$ cat src/rtl/serial_add_sub_pkg.sv
// ============================================================================
//  serial_add_sub_pkg : shared FSM encoding for the bit-serial arithmetic units
//  Revision: 1.0
// ============================================================================
`default_nettype none

package serial_add_sub_pkg;

  // Encoding is fixed so the serial multiplier/divider can reuse it.
  typedef enum logic [1:0] {
    ST_IDLE  = 2'd0,
    ST_SHIFT = 2'd1,
    ST_DONE  = 2'd2
  } state_e;

endpackage

`default_nettype wire

$ cat src/rtl/serial_add_sub_full_adder_cell.sv
// ============================================================================
//  half_adder / full_adder_cell : combinational one-bit adder built from two
//  half adders and an OR.  Revision: 1.0
// ============================================================================
`default_nettype none

module half_adder (
  input  logic a,
  input  logic b,
  output logic sum,
  output logic cout
);
  assign sum  = a ^ b;
  assign cout = a & b;
endmodule

module full_adder_cell (
  input  logic a,
  input  logic b,
  input  logic cin,
  output logic sum,
  output logic cout
);
  logic w_s1;
  logic w_c1;
  logic w_c2;

  half_adder u_ha0 (.a(a),    .b(b),   .sum(w_s1), .cout(w_c1));
  half_adder u_ha1 (.a(w_s1), .b(cin), .sum(sum),  .cout(w_c2));

  assign cout = w_c1 | w_c2;
endmodule

`default_nettype wire

$ cat src/rtl/serial_add_sub.sv
// ============================================================================
//  serial_add_sub : bit-serial WIDTH-bit adder/subtractor, one full adder
//  reused over WIDTH cycles with a registered carry.  Revision: 1.0
// ============================================================================
`default_nettype none

module serial_add_sub
  import serial_add_sub_pkg::*;
#(
  parameter int WIDTH = 8
) (
  input  logic             clk,
  input  logic             rst,
  input  logic             start,
  input  logic             sub,
  input  logic [WIDTH-1:0] a,
  input  logic [WIDTH-1:0] b,
  output logic             busy,
  output logic             done,
  output logic [WIDTH-1:0] result,
  output logic             cout,
  output logic             overflow
);

  localparam int                c_CNT_W = $clog2(WIDTH);
  localparam logic [c_CNT_W-1:0] c_LAST = c_CNT_W'(WIDTH - 1);

  state_e             state_q, state_d;
  logic [WIDTH-1:0]   sa_q, sa_d;
  logic [WIDTH-1:0]   sb_q, sb_d;
  logic [WIDTH-1:0]   res_q, res_d;
  logic [c_CNT_W-1:0] count_q, count_d;
  logic               carry_q, carry_d;
  logic               cout_q, cout_d;
  logic               ovf_q, ovf_d;

  logic w_fa_sum;
  logic w_fa_cout;
  logic w_load;

  full_adder_cell u_fa (
    .a    (sa_q[0]),
    .b    (sb_q[0]),
    .cin  (carry_q),
    .sum  (w_fa_sum),
    .cout (w_fa_cout)
  );

  always_comb begin
    state_d = state_q;
    sa_d    = sa_q;
    sb_d    = sb_q;
    res_d   = res_q;
    count_d = count_q;
    carry_d = carry_q;
    cout_d  = cout_q;
    ovf_d   = ovf_q;
    w_load  = 1'b0;

    case (state_q)
      ST_IDLE: begin
        if (start) begin
          state_d = ST_SHIFT;
          w_load  = 1'b1;
        end
      end
      ST_SHIFT: begin
        sa_d    = {1'b0, sa_q[WIDTH-1:1]};
        sb_d    = {1'b0, sb_q[WIDTH-1:1]};
        res_d   = {w_fa_sum, res_q[WIDTH-1:1]};
        carry_d = w_fa_cout;
        count_d = count_q + c_CNT_W'(1);
        if (count_q == c_LAST) begin
          state_d = ST_DONE;
          cout_d  = w_fa_cout;
          // carry_q is the carry into the MSB at this point
          ovf_d   = carry_q ^ w_fa_cout;
        end
      end
      ST_DONE: begin
        if (start) begin
          state_d = ST_SHIFT;
          w_load  = 1'b1;
        end else begin
          state_d = ST_IDLE;
        end
      end
      default: state_d = ST_IDLE;
    endcase

    // Subtract is a + ~b + 1: invert b and seed the carry with 1.
    if (w_load) begin
      sa_d    = a;
      sb_d    = sub ? ~b : b;
      carry_d = sub;
      count_d = '0;
      res_d   = '0;
    end
  end

  always_ff @(posedge clk) begin
    if (rst) begin
      state_q <= ST_IDLE;
      sa_q    <= '0;
      sb_q    <= '0;
      res_q   <= '0;
      count_q <= '0;
      carry_q <= 1'b0;
      cout_q  <= 1'b0;
      ovf_q   <= 1'b0;
    end else begin
      state_q <= state_d;
      sa_q    <= sa_d;
      sb_q    <= sb_d;
      res_q   <= res_d;
      count_q <= count_d;
      carry_q <= carry_d;
      cout_q  <= cout_d;
      ovf_q   <= ovf_d;
    end
  end

  assign busy     = (state_q == ST_SHIFT);
  assign done     = (state_q == ST_DONE);
  assign result   = res_q;
  assign cout     = cout_q;
  assign overflow = ovf_q;

endmodule

`default_nettype wire

$ cat config.mk
export PLATFORM = sky130hd
export DESIGN_NAME = serial_add_sub
export DESIGN_NICKNAME = d
export VERILOG_FILES = /design/src/rtl/serial_add_sub_pkg.sv /design/src/rtl/serial_add_sub_full_adder_cell.sv /design/src/rtl/serial_add_sub.sv
export SDC_FILE = /design/constraint.sdc
export NUM_CORES = 1
export LEC_CHECK = 0
export CORE_MARGIN = 3
export CORE_UTILIZATION = 35
export CTS_CLUSTER_SIZE = 10
export DETAILED_ROUTE_END_ITERATION = 10
export SETUP_SLACK_MARGIN = 0.05
export SLEW_MARGIN = 25
export SYNTH_ARGS = -nofsm -noshare
export SYNTH_HDL_FRONTEND = slang
export SYNTH_SLANG_ARGS = --single-unit
$ cat constraint.sdc
create_clock -name clk -period 1.65 [get_ports clk]
set_input_delay 0.165 -clock clk [delete_from_list [all_inputs] [get_ports clk]]
set_output_delay 0.165 -clock clk [all_outputs]
set_load 0.02 [all_outputs]
# After elaboration in Yosys (flattened, before gate mapping)
# Cells that the tools add are included.
# word_totals
word_cells	40
output_inout_bits	12
inputBits	20
ff_bits	32
# op_classes
n_reduce_logical	6
bitwise_logic	7
n_addsub	1
muxes	13
eq_ne	5
# ops
cell	count
two-way mux 8 bit	5
NOT 8 bit	1
one-hot mux 2 bit (3 select lines)	1
two-way mux 1 bit	5
two-way mux 2 bit	2
AND reduction 2 bit	2
OR reduction 2 bit	2
adder 3 x 1 -> 3 bit (second input constant)	1
equality test 3 bit (second input constant)	1
bitwise XOR 1 bit	3
bitwise AND 1 bit	2
equality test 2 x 1 -> 1 bit (second input constant)	1
equality test 2 bit (second input constant)	1
logical NOT 2 bit	1
!= test 2 x 1 -> 1 bit (second input constant)	1
!= test 2 bit (second input constant)	1
nonzero test 2 bit	1
bitwise OR 1 bit	1

# Longest topological paths before layout
# depth
word_depth	5
depth_mapped	6
depth_no_buf	5

# Modules after synthesis
# From an unflattened synthesis, not the netlist that was laid out.
# hier_totals
cells_unflattened	159
area_unflattened_um2	1388.8
# modules_own_cells
mod	cells_each	seq_area_each_um2	area_each_um2	instances
serial_add_sub	156	640.6	1357.6	1
half_adder	1	0.0	12.5	2
full_adder_cell	1	0.0	6.3	1

# Worst setup path after synthesis
# Ideal clock, no wire load.
# synth_path
path_type	register to register
start	register carry_q
end	register ovf_q, in the netlist overflow
n_path_buf	0
stages_incl_launch_ff	5
required_time_ns	1.518
synth_period_minus_slack_ns	1.217
t_arrival_ns	1.085
setup_time_ns	0.132
path_slack_ns	0.433
cell_sequence	dfxtp_1 fa_1 xor2_1 nand3_1 a21oi_1
# synth_via
elab_chain_len	3
# synth_lines
element	line_no	source
start, declared	serial_add_sub.sv:33	logic carry_q, carry_d;
start signal, assigned	serial_add_sub.sv:117	carry_q <= carry_d;
bitwise AND 1 bit	serial_add_sub_full_adder_cell.sv:14	assign cout = a & b;
bitwise OR 1 bit	serial_add_sub_full_adder_cell.sv:31	assign cout = w_c1 | w_c2;
named net u_fa.cout	serial_add_sub_full_adder_cell.sv:22	output logic cout
bitwise XOR 1 bit	serial_add_sub.sv:77	ovf_d = carry_q ^ w_fa_cout;
end signal, assigned	serial_add_sub.sv:119	ovf_q <= ovf_d;
end, declared	serial_add_sub.sv:35	logic ovf_q, ovf_d;
# The timed path passes the listed nets, and every way through them passes these cells.
# A chain may end at the register's enable or synchronous reset.

# Worst setup path after layout
# layout_path
start	register res_q[5], in the netlist result[5]
end	output port result[5]
# layout_rtl
element	line_no	source
start, declared	serial_add_sub.sv:31	logic [WIDTH-1:0] res_q, res_d;
start signal, assigned	serial_add_sub.sv:115	res_q <= res_d;
end, declared	serial_add_sub.sv:20	output logic [WIDTH-1:0] result,
# No word-level cell between the ends.

==> metrics.md <==
| Metric | Value |
|---|---|
| Status | finished clean |
| Final net count | 209 |
| FFs w/ async S/R, synth | 0% |
| PnR worst setup slack | 0.236 ns |
| Relative slew margins | between 60 and 70% |
| VDD IR max | 0.000558 V |
| Post-DR vias/cell | approximately 5.1 |
| Initial drt markers | 48 |
| Die W | roughly 70 um |
| Depth of the CTS H-tree | 2 |
| Post CTS Setup Buffer Count | 0 |
| Core region area | 3740 um2 |
| Post-placement setup slack | 0.164 ns |
| Yosys top cell area share | 46.1% |
| CP max-delay cell | clkdlybuf4s50_1 |
| Syn Nets | 180 |
| RSZ-0062 raised after global routing | no |
| YS warnings | 0 |
| Period utilization | 85.7% |
| Cell Pwr Density | 909 nW/um2 |
| HP Class | flip-flop to flip-flop |
| Cts-stage hold buffer count | 0 |
| CP max FO | 3 |
| 1st-pass router iterations | 4 |
| Count of cell types in the netlist | 27 |
| Die area | 4760 um2 |
| DP Cell Count | 227 |
| F_max | around 0.71 GHz |
| Largest delay share family, worst path | buffers and inverters |
| IO Pins | 32 |
| Pwr Total | 1.61 mW |
| CTS Buffer Depth | 2 |
| I/O Buffers | 31 |
| Layout cells sized above 1 | 7.07% |
| CTS tree | built |
| Slew @ Worst Pin | 0.466 ns |
| Top_reg_cell synth | dfxtp_1 |
| Worst skew pair latency | roughly 0.27 ns |
| Non-Filler Instances | 232 |
| Rows | 22 |
| Initial Util | approximately 37% |
| Critical path capture point type | primary output |
| Kind of critical path | flip-flop to primary output |
| First-pass GRT wire length | 5.02 mm |
| CTS Buf Count | 5 |
| Final WL | 2.82 mm |
| GRT Total Usage | 12.8% |
| Worst-path cell chain | clkdlybuf4s50_1 |
| LEAKAGE | 0.654 nW |
| Mapped Cells | 157 |
| Synthesized area | 1390 um2 |
| Avg Inst Size Synth | 8.85 um2 |
| P&R area growth vs syn | 27.1% |
| Residual DRC count | 0 |
| DR vias | roughly 1,200 |
| Final-report hold violation count | 0 |
| DR WL/cell | 12.1 um |
| R2R Setup Slk | 0.35 ns |
| Register area share after synthesis | 46.1% |
| CP required | 1.48 ns |
| Fin. max-slew vios | 0 |
| Root Buffer | clkbuf_8 |
| Fillers | roughly 370 |
| Largest net degree at the start of global routing | 30 |
| Post-synth top cells | dfxtp_1 (32), nand2_1 (24), a21oi_1 (21) |
| Placer Congestion | 0.738 |
| Antenna Cells | 0 |
| Worst Path Buf+Inv | 1 |
| Grt ovf | 0 |
| Leading area contributor after synthesis | dfxtp_1 |
| Post-layout util | 47.2% |
| Post-synth EDFFs | 0 |
| #FFs+latches synth | 32 |
| Final setup viols | 0 |
| Worst Path Arrival | between 1 and 1.5 ns |
| Min Tclk post-route | 1.41 ns |
| Die Ht | 69.0 um |
| Clk sinks | 32 |
| Vias in the first global route | 1,159 |
| Clock-pin slew on the worst setup and hold paths | 0.06 ns |
| Total negative slack | 0 ns |
| Slowest stage delay, CP | between 0.6 and 0.7 ns |
| Post-DRT Antenna Nets | 0 |
| Post-DP HPWL | 1.96 mm |
| Nature of the critical path startpoint | flip-flop |
| Initial antenna violation count | 0 |
| Top-count cell post-synth | dfxtp_1 |
| Ranking of synthesized cells by area | dfxtp_1 (46%), a21oi_1 (7.6%), nand2_1 (6.5%) |
| Max Clock Skew | 0.00304 ns |
| Max_cap viols | 0 |
flip-flops by register name, indices dropped and copies added, names as in the netlist:
| signal | flops |
|---|---|
| overflow | 1 |
| sa_q | 8 |
| count_q | 3 |
| cout | 1 |
| sb_q | 8 |
| result | 8 |
| carry_q | 1 |
| state_q | 2 |
repair_timing:
action / in CTS / in global routing
gates cloned: 0 / 0
resized for setup: 1 / 1
endpoints found under the setup margin: 1 / 1
final timing paths:
path | startpoint | endpoint | cells past startpoint
worst max-delay path | result[5] | result[5] | 1
worst min-delay path | overflow | overflow | 2
worst min register to register | overflow | overflow | 2
worst max register to register | carry_q | overflow | 4
power by group:
part	switching, mW	internal, mW
Clock	0.245	0.271
Combinational	0.130	0.118
Sequential	0.0260	0.816
stage by stage:
stage	cell area (um2)	hold WS [ns]
after floorplan	1390	0.233
after global placement	1700	0.444
after detailed placement	1700	0.451
after CTS	1760	0.459
after global routing	1770	0.491
final	1770	0.454
routing by layer:
layer	wire length (um)	up-vias	share of wire, %	global-route usage, %
li1	-	594	-	-
met1	1180	543	42	14.6
met2	1390	45	49	21.7
met3	224	3	8.0	5.54
met4	25	0	0.89	3.25
met5	0	-	0	0
layout make-up:
cell class,instances,area [um2],area share (%)
well taps,48,60.1,3.40
repair buffers,36,349,19.8
multi-input cells,110,639,36.2
clock buffers,5,68.8,3.90
flip-flops and latches,32,641,36.3
inverters,1,8.76,0.496
placed cells by master (no fill, tap or decap):
master,n
a21oi_1,21
a22oi_1,8
a311oi_2,1
and2b_1,1
buf_4,5
clkbuf_8,5
clkdlybuf4s50_1,29
clkinv_4,1
dfxtp_1,32
dlygate4sd2_1,1
dlymetal6s2s_1,1
fa_1,1
ha_1,2
mux2i_1,1
nand2_1,24
nand2_2,1
nand2b_1,3
nand3_1,11
nand3b_1,1
nor2_1,4
nor2b_1,1
nor3_1,13
o21a_1,1
o22ai_1,6
xnor2_1,1
xor2_1,9
cell families after synthesis:
family	count (synthesis)	share of synthesized area, %
fa+ha+maj	3	3.24
compound gates	37	16.2
mux	1	0.720
xor+xnor	10	6.30
buf+inv	15	7.92
flops	32	46.1
simple gates	59	19.5
Power figures use the tool's default switching activity.
